**src/rtl/code_sequencer_pkg.sv**
```systemverilog
// Shared lock-subsystem definitions: sequencer state encodings, colour symbols
// and the default unlock code.
package code_sequencer_pkg;

  typedef enum logic [2:0] {
    S_Idle  = 3'd0,
    S_Start = 3'd1,
    S_Gap   = 3'd2,
    S_Sym   = 3'd3,
    S_Done  = 3'd4
  } state_t;

  localparam logic [1:0] SYM_PAUSE = 2'b00;
  localparam logic [1:0] SYM_R     = 2'b01;
  localparam logic [1:0] SYM_G     = 2'b10;
  localparam logic [1:0] SYM_B     = 2'b11;

  // R,B,G,R sent LSB pair first
  localparam logic [7:0] CODE_UNLOCK = 8'h6D;

  // Returns {r, g, b} line levels for one symbol.
  function automatic logic [2:0] sym_lines(input logic [1:0] sym);
    logic [2:0] lines;
    lines = '0;
    case (sym)
      SYM_R:   lines = 3'b100;
      SYM_G:   lines = 3'b010;
      SYM_B:   lines = 3'b001;
      default: lines = '0;
    endcase
    return lines;
  endfunction

endpackage

```
**src/rtl/code_sequencer_gap.sv**
```systemverilog
// Gap timer for the code sequencer: load clears the count, otherwise it counts
// up every cycle; tc flags the terminal count LAST.
module code_seq_gap_timer #(
  parameter int unsigned     GAPW = 4,
  parameter logic [GAPW-1:0] LAST = '0
) (
  input  logic Clk,
  input  logic Rst,
  input  logic load,
  output logic tc
);

  logic [GAPW-1:0] count;

  always_ff @(posedge Clk) begin
    if (Rst || load) begin
      count <= '0;
    end else begin
      count <= count + GAPW'(1);
    end
  end

  assign tc = (count == LAST);

endmodule

```
**src/rtl/code_sequencer.sv**
```systemverilog
// Colour-code transmitter: on Go, sends Start then four R/G/B/pause symbols
// separated by GAP idle cycles, then a one-cycle Done.
module code_sequencer
  import code_sequencer_pkg::*;
#(
  parameter int unsigned GAP  = 2,
  parameter int unsigned GAPW = 4
) (
  input  logic       Clk,
  input  logic       Rst,
  input  logic       Go,
  input  logic [7:0] Code,
  output logic       Start,
  output logic       R,
  output logic       G,
  output logic       B,
  output logic       Busy,
  output logic       Done
);

  localparam logic [GAPW-1:0] GAP_LAST = GAPW'((GAP > 0) ? GAP - 1 : 0);

  state_t     state, state_n;
  logic [7:0] code_reg, code_reg_n;
  logic [1:0] idx, idx_n;
  logic       gap_load, gap_tc;
  logic       start_n, r_n, g_n, b_n, busy_n, done_n;

  code_seq_gap_timer #(
    .GAPW(GAPW),
    .LAST(GAP_LAST)
  ) u_gap (
    .Clk (Clk),
    .Rst (Rst),
    .load(gap_load),
    .tc  (gap_tc)
  );

  always_comb begin
    state_n    = state;
    code_reg_n = code_reg;
    idx_n      = idx;
    gap_load   = 1'b0;
    case (state)
      S_Idle: begin
        if (Go) begin
          code_reg_n = Code;
          idx_n      = '0;
          state_n    = S_Start;
        end
      end
      S_Start: begin
        if (GAP > 0) begin
          gap_load = 1'b1;
          state_n  = S_Gap;
        end else begin
          state_n = S_Sym;
        end
      end
      S_Gap: begin
        if (gap_tc) state_n = S_Sym;
      end
      S_Sym: begin
        if (idx == 2'd3) begin
          state_n = S_Done;
        end else begin
          idx_n = idx + 2'd1;
          if (GAP > 0) begin
            gap_load = 1'b1;
            state_n  = S_Gap;
          end else begin
            state_n = S_Sym;
          end
        end
      end
      S_Done: begin
        if (Go) begin
          code_reg_n = Code;
          idx_n      = '0;
          state_n    = S_Start;
        end else begin
          state_n = S_Idle;
        end
      end
      default: state_n = S_Idle;
    endcase
  end

  // Outputs are decoded from the next state so they can be registered
  // without adding a cycle of latency.
  always_comb begin
    start_n = 1'b0;
    busy_n  = 1'b0;
    done_n  = 1'b0;
    {r_n, g_n, b_n} = '0;
    case (state_n)
      S_Start: begin
        start_n = 1'b1;
        busy_n  = 1'b1;
      end
      S_Gap: busy_n = 1'b1;
      S_Sym: begin
        busy_n = 1'b1;
        {r_n, g_n, b_n} = sym_lines(code_reg_n[{idx_n, 1'b0} +: 2]);
      end
      S_Done: done_n = 1'b1;
      default: ;
    endcase
  end

  always_ff @(posedge Clk) begin
    if (Rst) begin
      state    <= S_Idle;
      code_reg <= '0;
      idx      <= '0;
      Start    <= 1'b0;
      R        <= 1'b0;
      G        <= 1'b0;
      B        <= 1'b0;
      Busy     <= 1'b0;
      Done     <= 1'b0;
    end else begin
      state    <= state_n;
      code_reg <= code_reg_n;
      idx      <= idx_n;
      Start    <= start_n;
      R        <= r_n;
      G        <= g_n;
      B        <= b_n;
      Busy     <= busy_n;
      Done     <= done_n;
    end
  end

endmodule

```
**config.mk**
```make
export PLATFORM = sky130hd
export DESIGN_NAME = code_sequencer
export DESIGN_NICKNAME = d
export VERILOG_FILES = /design/src/rtl/code_sequencer_pkg.sv /design/src/rtl/code_sequencer_gap.sv /design/src/rtl/code_sequencer.sv
export SDC_FILE = /design/constraint.sdc
export NUM_CORES = 1
export LEC_CHECK = 0
export ABC_CLOCK_PERIOD_IN_PS = 3600
export BUFFER_PORTS_ARGS = -buffer_cell sky130_fd_sc_hd__buf_2
export CELL_PAD_IN_SITES_DETAIL_PLACEMENT = 1
export CELL_PAD_IN_SITES_GLOBAL_PLACEMENT = 1
export CORE_MARGIN = 3
export CORE_UTILIZATION = 44
export DETAILED_ROUTE_END_ITERATION = 16
export PLACE_DENSITY_LB_ADDON = 0.15
export SYNTH_ARGS = -nofsm -noshare
export SYNTH_HDL_FRONTEND = slang
export SYNTH_SLANG_ARGS = --single-unit
```
**constraint.sdc**
```tcl
create_clock -name Clk -period 3.6 [get_ports Clk]
set_input_delay 0.36 -clock Clk [delete_from_list [all_inputs] [get_ports Clk]]
set_output_delay 0.36 -clock Clk [all_outputs]
set_load 0.05 [all_outputs]
```
# ---- Yosys cells after proc, flatten, opt, wreduce, memory -nomap -nowiden
# Index checks and enable logic that the tools add are counted.
dict set report totals {
  ff_bits 23
  inputBits 11
  out_inout_bits 6
  elab_cells 48
}
dict set report op_classes {
  addsub 2
  n_eq_ne 13
  shifts 1
  muxes 16
  bitwise_logic 1
  n_reduce_logical 5
}
# cell n
set op_table {}
lappend op_table {{$mux 8} 2}
lappend op_table {{$pmux 3 s5} 1}
lappend op_table {{$eq 3x2->1 const B} 4}
lappend op_table {{$mux 3} 3}
lappend op_table {{$pmux 3 s3} 1}
lappend op_table {{$shiftx 8x4->2} 1}
lappend op_table {{$eq 2x2->1 const B} 3}
lappend op_table {{$eq 3x1->1 const B} 2}
lappend op_table {{$eq 3x3->1 const B} 2}
lappend op_table {{$mux 1} 5}
lappend op_table {{$add 4x1->4 const B} 1}
lappend op_table {{$eq 4x1->1 const B} 1}
lappend op_table {{$mux 2} 2}
lappend op_table {{$pmux 2 s2} 1}
lappend op_table {{$reduce_or 2->1} 2}
lappend op_table {{$logic_not 3->1} 1}
lappend op_table {{$reduce_or 3->1} 1}
lappend op_table {{$add 2x1->2 const B} 1}
lappend op_table {{$eq 2x1->1 const B} 1}
lappend op_table {{$pmux 1 s2} 1}
lappend op_table {{$logic_or 1x1->1} 1}
lappend op_table {{$not 1->1} 1}

# ---- Longest topological paths before layout
# Gate-level depths: netlist (run 1).
dict set report logic_depth {
  depth_word 6
  mapped_depth 6
  ltp_nobuf 6
}

# ---- Modules after synthesis
# Synthesis (run 1) repeated with hierarchy kept, for this count alone.
dict set report hier_totals {
  hier_cells 127
  area_unflattened_um2 1091.0
}
# mod n_inst cells_each area_per_inst_um2 seq_area_each_um2
set by_module_without_submodules {}
lappend by_module_without_submodules {code_sequencer 1 111 922.1 380.4}
lappend by_module_without_submodules {code_seq_gap_timer 1 16 168.9 80.1}

# ---- Worst setup path before layout (run 1)
# No wires, ideal clock.
dict set report synth_timing {
  path_type {reg2reg}
  from {register state[1]}
  to {register R}
  setup_time_ns 0.116
  arrival_ns 1.373
  slack_ns 2.111
  path_stages_with_launch 7
  n_path_buf 1
  synth_period_minus_slack_ns 1.489
  path_cell_list {dfxtp_1 > buf_6 > and4b_4 > a211oi_4 > mux2i_1 > o32ai_2 > and3b_1}
}
dict set report synth_via {
  elab_chain_len 6
}
# element line_no
set synth_lines {}
lappend synth_lines {{start: declaration} code_sequencer.sv:23} ;# state_t state, state_n;
lappend synth_lines {{start signal: assignment} code_sequencer.sv:113} ;# state <= S_Idle;
lappend synth_lines {{start signal: assignment} code_sequencer.sv:123} ;# state <= state_n;
lappend synth_lines {{$eq 3x3->1 or $logic_not 3->1 (tied branches)} code_sequencer.sv:44} ;# case (state)
lappend synth_lines {{$reduce_or 2->1 (no source line)} --}
lappend synth_lines {{$pmux 2 s2 or $mux 8 (tied branches)} --}
lappend synth_lines {{$shiftx 8x4->2} code_sequencer.sv:104} ;# {r_n, g_n, b_n} = sym_lines(code_reg_n[{idx_n, 1'b0} +: 2]);
lappend synth_lines {{$eq 2x2->1 or $eq 2x1->1 (tied branches)} code_sequencer_pkg.sv:25} ;# case (sym)
lappend synth_lines {{$pmux 3 s3} code_sequencer_pkg.sv:25}
lappend synth_lines {{end signal: assignment} code_sequencer.sv:127} ;# R <= r_n;
lappend synth_lines {{end: declaration} code_sequencer.sv:14} ;# output logic R,
# Several ways; a longest one is shown, not always the timed one.
# A chain may end at the register's enable or synchronous reset.

# ---- Final worst setup path (run 1)
dict set report layout_timing {
  from {register state[0]}
  to {register R}
}
# Same word-level chain as after synthesis.

==> flow_summary.ini, run 1 <==
[clock_network]
clkTransAtPathRegs_ns = 0.12
insertion_delay_ns = 0.31
clock_sinks = 23
cts_setup_buffers = 0
post_cts_hold_buffer_count = 0
number_of_h_tree_levels = 1
ctsLongestPathBuffers = 2
cell_chosen_for_the_clock_root = sky130_fd_sc_hd__clkbuf_4
numCtsBuffers = 3
cts_tree = done
post_cts_resized = 0

[floorplan]
ios = 17
floorplan.die_area_um2 = 2980
coreArea_um2 = 2100
rows = 16
die_height_um = 54.6
chipWidth_um = 54.6
initial_utilization_pct = 49.5

[synth]
syn_area_um2 = 1040
xor_xnor_cell_area_share_of_the_yosys_netlist_pct = 1.68
synth-seq-cells = 23
synthMuxAreaShare_pct = 0.963
synth_top_family_by_area = simple AND/OR/NAND/NOR gates
post_synth.cell_area_avg_um2 = 9.45
synth_fa_ha_area_share_pct = 2.41
synth-simple-area-share_pct = 27.8
postSynthCellCount = 110
synth-async-reset-ratio_pct = 0
number_of_synthesis_warnings = 0
synthesized_area_fraction_occupied_by_ao_oa_aoi_and_oai_cells_pct = 18.1
synth.distinct_cells = 40
syn_nets = 123
synth-seq-area-share_pct = 44.3
synth-main-ff-cell = sky130_fd_sc_hd__dfxtp_1
synth_edf_count = 0

[power_and_ir_drop]
p_leak_nw = 0.470
power.switching_uw = 136
clock_network_fraction_of_design_power_pct = 25.4
worst_ir_drop_vdd_v = 0.000197
total_internal_power_uw = 343
final_power_uw = 480
share_of_total_power_in_combinational_logic_pct = 16.0
power-per-cell-area_nw_per_um2 = 420
seq_power_share_pct = 58.6
net_switching_share_of_the_total_power_pct = 28.4

[detailed_routing]
viasPerCell = 5.49
route.detailed.drc = 0
ant_nets = 0
drtPass1Iterations = 4
dr.first_iter.drc_count = 3
vias = 829
detail_route.wl_per_cell_um = 14.4
wirelength_um = 2170

[min_path]
worst_hold_path.endpoint = code_reg[4]
hold_path.class = in -> reg
whs_path_depth = 3
worstHoldStart = Code[4]

[timing]
post-route-worst-setup-slack_ns = 1.81
fin_skew_ns = 0.00117
timing.final.crit_share_pct = 49.6
setup_viol = 0
max_slew_margin_pct = 57.1
final-max-slew-violation-count = 0
tightestPinTransition_ns = 0.640
rsz0062_at_grt = no
final_critical_period_ns = 1.79
max_freq_mhz = 560
finalSetupTns_ns = 0
report.final.hold_viol_count = 0

[final_layout]
max_ffs_per_register = 8
area_growth_pct = 9.75
num-fill-cells = 266
layout.cells.most_common = sky130_fd_sc_hd__dfxtp_1
num_antenna_cells = 0
non_filler_instances = 151
fin_nets = 138
drive_above_1_share_pct = 25.8
most-common-layout-cells = sky130_fd_sc_hd__dfxtp_1 (23), sky130_fd_sc_hd__nand2_1 (17), sky130_fd_sc_hd__buf_2 (16), sky130_fd_sc_hd__a21oi_1 (11), sky130_fd_sc_hd__nor2_1 (8)

[critical_path]
timing.critical_path.arrival_ns = 2.06
cp.required_ns = 3.87
crit_path_top_delay_cell = sky130_fd_sc_hd__or3b_1
worst-setup-path-type = reg -> reg
r2r-start = state[0]
start_kind = register
critical-path-max-stage-delay_ns = 0.62
critical_path.top_delay_family = simple AND/OR/NAND/NOR gates
end_kind = register
cp.buffers_inverters = 0
worstReg2RegEnd = R
path_cells = or3b_1 -> o22a_1 -> a2bb2oi_2 -> and3b_1
ff2ff_path_depth = 4
crit_path_max_fanout = 13
r2r_setup_slack_ns = 1.81

[placed_design]
place_ws_ns = 1.82
dpl.hpwl_um = 1640
placed_cells_incl_taps = 147
gp_congestion = 0.727
port_buffers = 16

[global_routing]
antenna_found_initial = 0
first_global_vias = 748
groute.usage.overall_pct = 16.4
grt_overflow_total = 0
grt_max_degree = 18
global_route_wire_length_before_repair_um = 3440

[flow_run]
max_cap_violations = 0

[run_status]
run_status = finished clean
## cells by family (layout without fill, tap and decap cells)
group                    Yosys count  after routing
AND/OR/NAND/NOR                   48             48
AO/OA/AOI/OAI                     25             25
flip-flops                        23             23
buffers and inverters              9             23
adder cells (fa/ha/maj)            2              2
XOR/XNOR                           2              2
multiplexers                       1              1
## worst max-delay path by stage
stage | startpoint | endpoint | slack (ns) | cells past startpoint
final | state[0] | R | 1.81 | 4
after global routing | state[0] | B | 1.68 | 5
after CTS | state[0] | R | 1.79 | 4
after detailed placement | state[0] | R | 1.82 | 4
after global placement | state[0] | R | 1.89 | 4
after floorplan | state[1] | R | 2.11 | 6
## layout make-up
class                   count  area [um2]  area share (%)
repair buffers             16        80.1            7.02
well taps                  27        33.8            2.96
flip-flops and latches     23         460            40.4
clock buffers               4        26.3            2.30
multi-input cells          78         529            46.4
inverters                   3        11.3           0.987
## tightest hold or removal path: cells and delay by family
| kind | cells | cell delay [ns] |
|---|---|---|
| AOI/OAI and AO/OA | 1 | 0.05 |
| and+or+nand+nor | 1 | 0.05 |
| buffers and inverters | 1 | 0.09 |
## metrics by stage
step	hold WS (ns)	instance area [um2]	util (%)
detailed placement	0.445	1110	53.0
finish	0.269	1140	54.3
global route	0.266	1140	54.3
CTS	0.263	1140	54.3
floorplan	0.431	1040	-
global placement	0.444	1110	53.0
## synth_stat cells, types with 2 or more instances
cell	count	area [um2]
sky130_fd_sc_hd__nor2_1	8	30.0
sky130_fd_sc_hd__buf_6	2	22.5
sky130_fd_sc_hd__o21ai_0	2	10.0
sky130_fd_sc_hd__nand2b_1	2	12.5
sky130_fd_sc_hd__a21oi_1	11	55.1
sky130_fd_sc_hd__nand3_1	3	15.0
sky130_fd_sc_hd__o22ai_1	2	12.5
sky130_fd_sc_hd__dfxtp_1	23	460
sky130_fd_sc_hd__nor3b_1	2	15.0
sky130_fd_sc_hd__nor3b_2	3	37.5
sky130_fd_sc_hd__and2_1	2	12.5
sky130_fd_sc_hd__clkbuf_1	3	11.3
sky130_fd_sc_hd__nand2_1	17	63.8
sky130_fd_sc_hd__ha_1	2	25.0
sky130_fd_sc_hd__inv_1	3	11.3
## power by group through the flow
stage	combinational [mW]	clock (mW)	sequential, mW
global route	0.0856	0.135	0.284
finish	0.0767	0.122	0.281
detailed placement	0.0779	0	0.287
floorplan	0.0585	0	0.289
global placement	0.0751	0	0.286
CTS	0.0780	0.126	0.282
## per-layer routing
metal / wire, um / track usage, % / vias to the layer above
met5: 0 / 0 / -
met4: 29 / 6.22 / 0
met3: 93 / 3.27 / 5
met2: 1030 / 25.4 / 16
met1: 1020 / 22.2 / 397
li1: - / - / 411
(Power assumes the default switching activity.)
==> inputs of run 2 (changes only) <==
Settings changed: ABC_CLOCK_PERIOD_IN_PS 3600 to 1800, CORE_UTILIZATION 44 to 41.
Clock period 3.6 ns to 1.8 ns, I/O delays scaled along.
==> flow_summary.ini, run 2 (synthesis gave the netlist of run 1 again) <==
[run_status]
run_status = finished clean

[timing]
report.final.hold_viol_count = 0
tightestPinTransition_ns = 0.384
final_critical_period_ns = 1.62
fin_hold_ws_ns = 0.0926
timing.final.crit_share_pct = 90.0
max_slew_margin_pct = 74.2
finalSetupTns_ns = 0
post-route-worst-setup-slack_ns = 0.179
fin_skew_ns = 0.00311
rsz0062_at_grt = no
setup_viol = 0
max_freq_mhz = 617
final-max-slew-violation-count = 0

[detailed_routing]
route.layer.met1.wl_um = 1000
viasPerCell = 5.18
vias = 797
ant_nets = 0
wirelength_um = 2120
detail_route.wl_per_cell_um = 13.8
drtPass1Iterations = 2
route.detailed.drc = 0
met2WireLength_um = 1040
dr.first_iter.drc_count = 4
met3_wirelength_um = 59
top_layer = met4

[final_layout]
non_filler_instances = 154
fin_nets = 140
most-common-layout-cells = sky130_fd_sc_hd__dfxtp_1 (21), sky130_fd_sc_hd__nand2_1 (17), sky130_fd_sc_hd__buf_2 (16), sky130_fd_sc_hd__a21oi_1 (11), sky130_fd_sc_hd__nor2_1 (8)
num_antenna_cells = 0
drive_above_1_share_pct = 29.4
max_ffs_per_register = 8
area_growth_pct = 11.7
layout.cells.most_common = sky130_fd_sc_hd__dfxtp_1
final_design_area_no_fill_um2 = 1160
utilization_pct = 50.1

[clock_network]
number_of_h_tree_levels = 1
insertion_delay_ns = 0.31
post_cts_hold_buffer_count = 0
cell_chosen_for_the_clock_root = sky130_fd_sc_hd__clkbuf_4
clock_sinks = 23
cts_setup_buffers = 0
cts_tree = done
post_cts_resized = 0
clkTransAtPathRegs_ns = 0.13
ctsLongestPathBuffers = 2
numCtsBuffers = 3

[min_path]
whs_path_depth = 3
hold_path.class = in -> reg
worstHoldStart = Code[7]
worst_hold_path.endpoint = code_reg[7]

[power_and_ir_drop]
final_power_uw = 963
p_leak_nw = 0.483
power-per-cell-area_nw_per_um2 = 829
worst_ir_drop_vdd_v = 0.000471

[critical_path]
timing.critical_path.arrival_ns = 1.88
end_kind = register
critical_path.top_delay_family = simple AND/OR/NAND/NOR gates
r2r_setup_slack_ns = 0.18
crit_path_top_delay_cell = sky130_fd_sc_hd__or3b_1
worstReg2RegEnd = R
cp.buffers_inverters = 0
worst-path-stages = 4
worst-setup-path-type = reg -> reg
start_kind = register
critical-path-max-stage-delay_ns = 0.54
path_cells = or3b_1 -> o22a_1 -> a2bb2oi_2 -> and3b_1
r2r-start = state[0]
crit_path_max_fanout = 12
ff2ff_path_depth = 4
cp.required_ns = 2.06

[floorplan]
ios = 17
chipWidth_um = 56.4
floorplan.die_area_um2 = 3180
rows = 17
initial_utilization_pct = 44.8
coreArea_um2 = 2320
die_height_um = 56.4

[global_routing]
global_route_wire_length_before_repair_um = 3820
antenna_found_initial = 0
groute.usage.overall_pct = 15.1
grt_overflow_total = 0
grt_max_degree = 18
first_global_vias = 843

[placed_design]
gp_congestion = 0.781
placed_cells_incl_taps = 150
port_buffers = 16
dpl.hpwl_um = 1650
place_ws_ns = 0.109
dpl_cell_area_um2 = 1130

[flow_run]
max_cap_violations = 0
-- run 2: cell type report --
cell class                      instances  area [um2]
Timing Repair Buffer                   18        95.1
Multi-Input combinational cell         78         529
Tap cell                               28        35.0
Clock inverter                          1        5.00
Clock buffer                            3        22.5
Inverter                                3        11.3
Fill cell                             284        1160
Sequential cell                        23         463
-- run 2: worst max path at each step --
| stage | startpoint | to | slack, ns |
|---|---|---|---|
| 2_1_floorplan | state[1] | R | 0.31 |
| 3_3_place_gp | state[1] | B | 0.13 |
| 3_5_place_dp | state[0] | R | 0.11 |
| 4_1_cts | state[0] | R | 0.08 |
| 5_1_grt | idx[0] | B | 0.06 |
| 6_report | state[0] | R | 0.18 |
-- run 2: power by group --
group / leakage [nW] / internal, mW / switching (mW) / total [mW]
sequential: 0.189 / 0.537 / 0.0260 / 0.563
combinational: 0.277 / 0.0697 / 0.0905 / 0.160
clock: 0.0177 / 0.0830 / 0.156 / 0.239
-- run 2: worst register-to-register path: stages (launching register included) --
cell,delay (ns)
sky130_fd_sc_hd__dfxtp_2,0.41
sky130_fd_sc_hd__or3b_1,0.54
sky130_fd_sc_hd__o22a_1,0.27
sky130_fd_sc_hd__a2bb2oi_2,0.18
sky130_fd_sc_hd__and3b_1,0.18
-- run 2: per-layer routing --
layer	vias to the layer above	GRT usage (%)
met4	0	6.10
met5	-	0
li1	413	-
met1	372	19.7
met3	2	2.07
met2	10	24.9
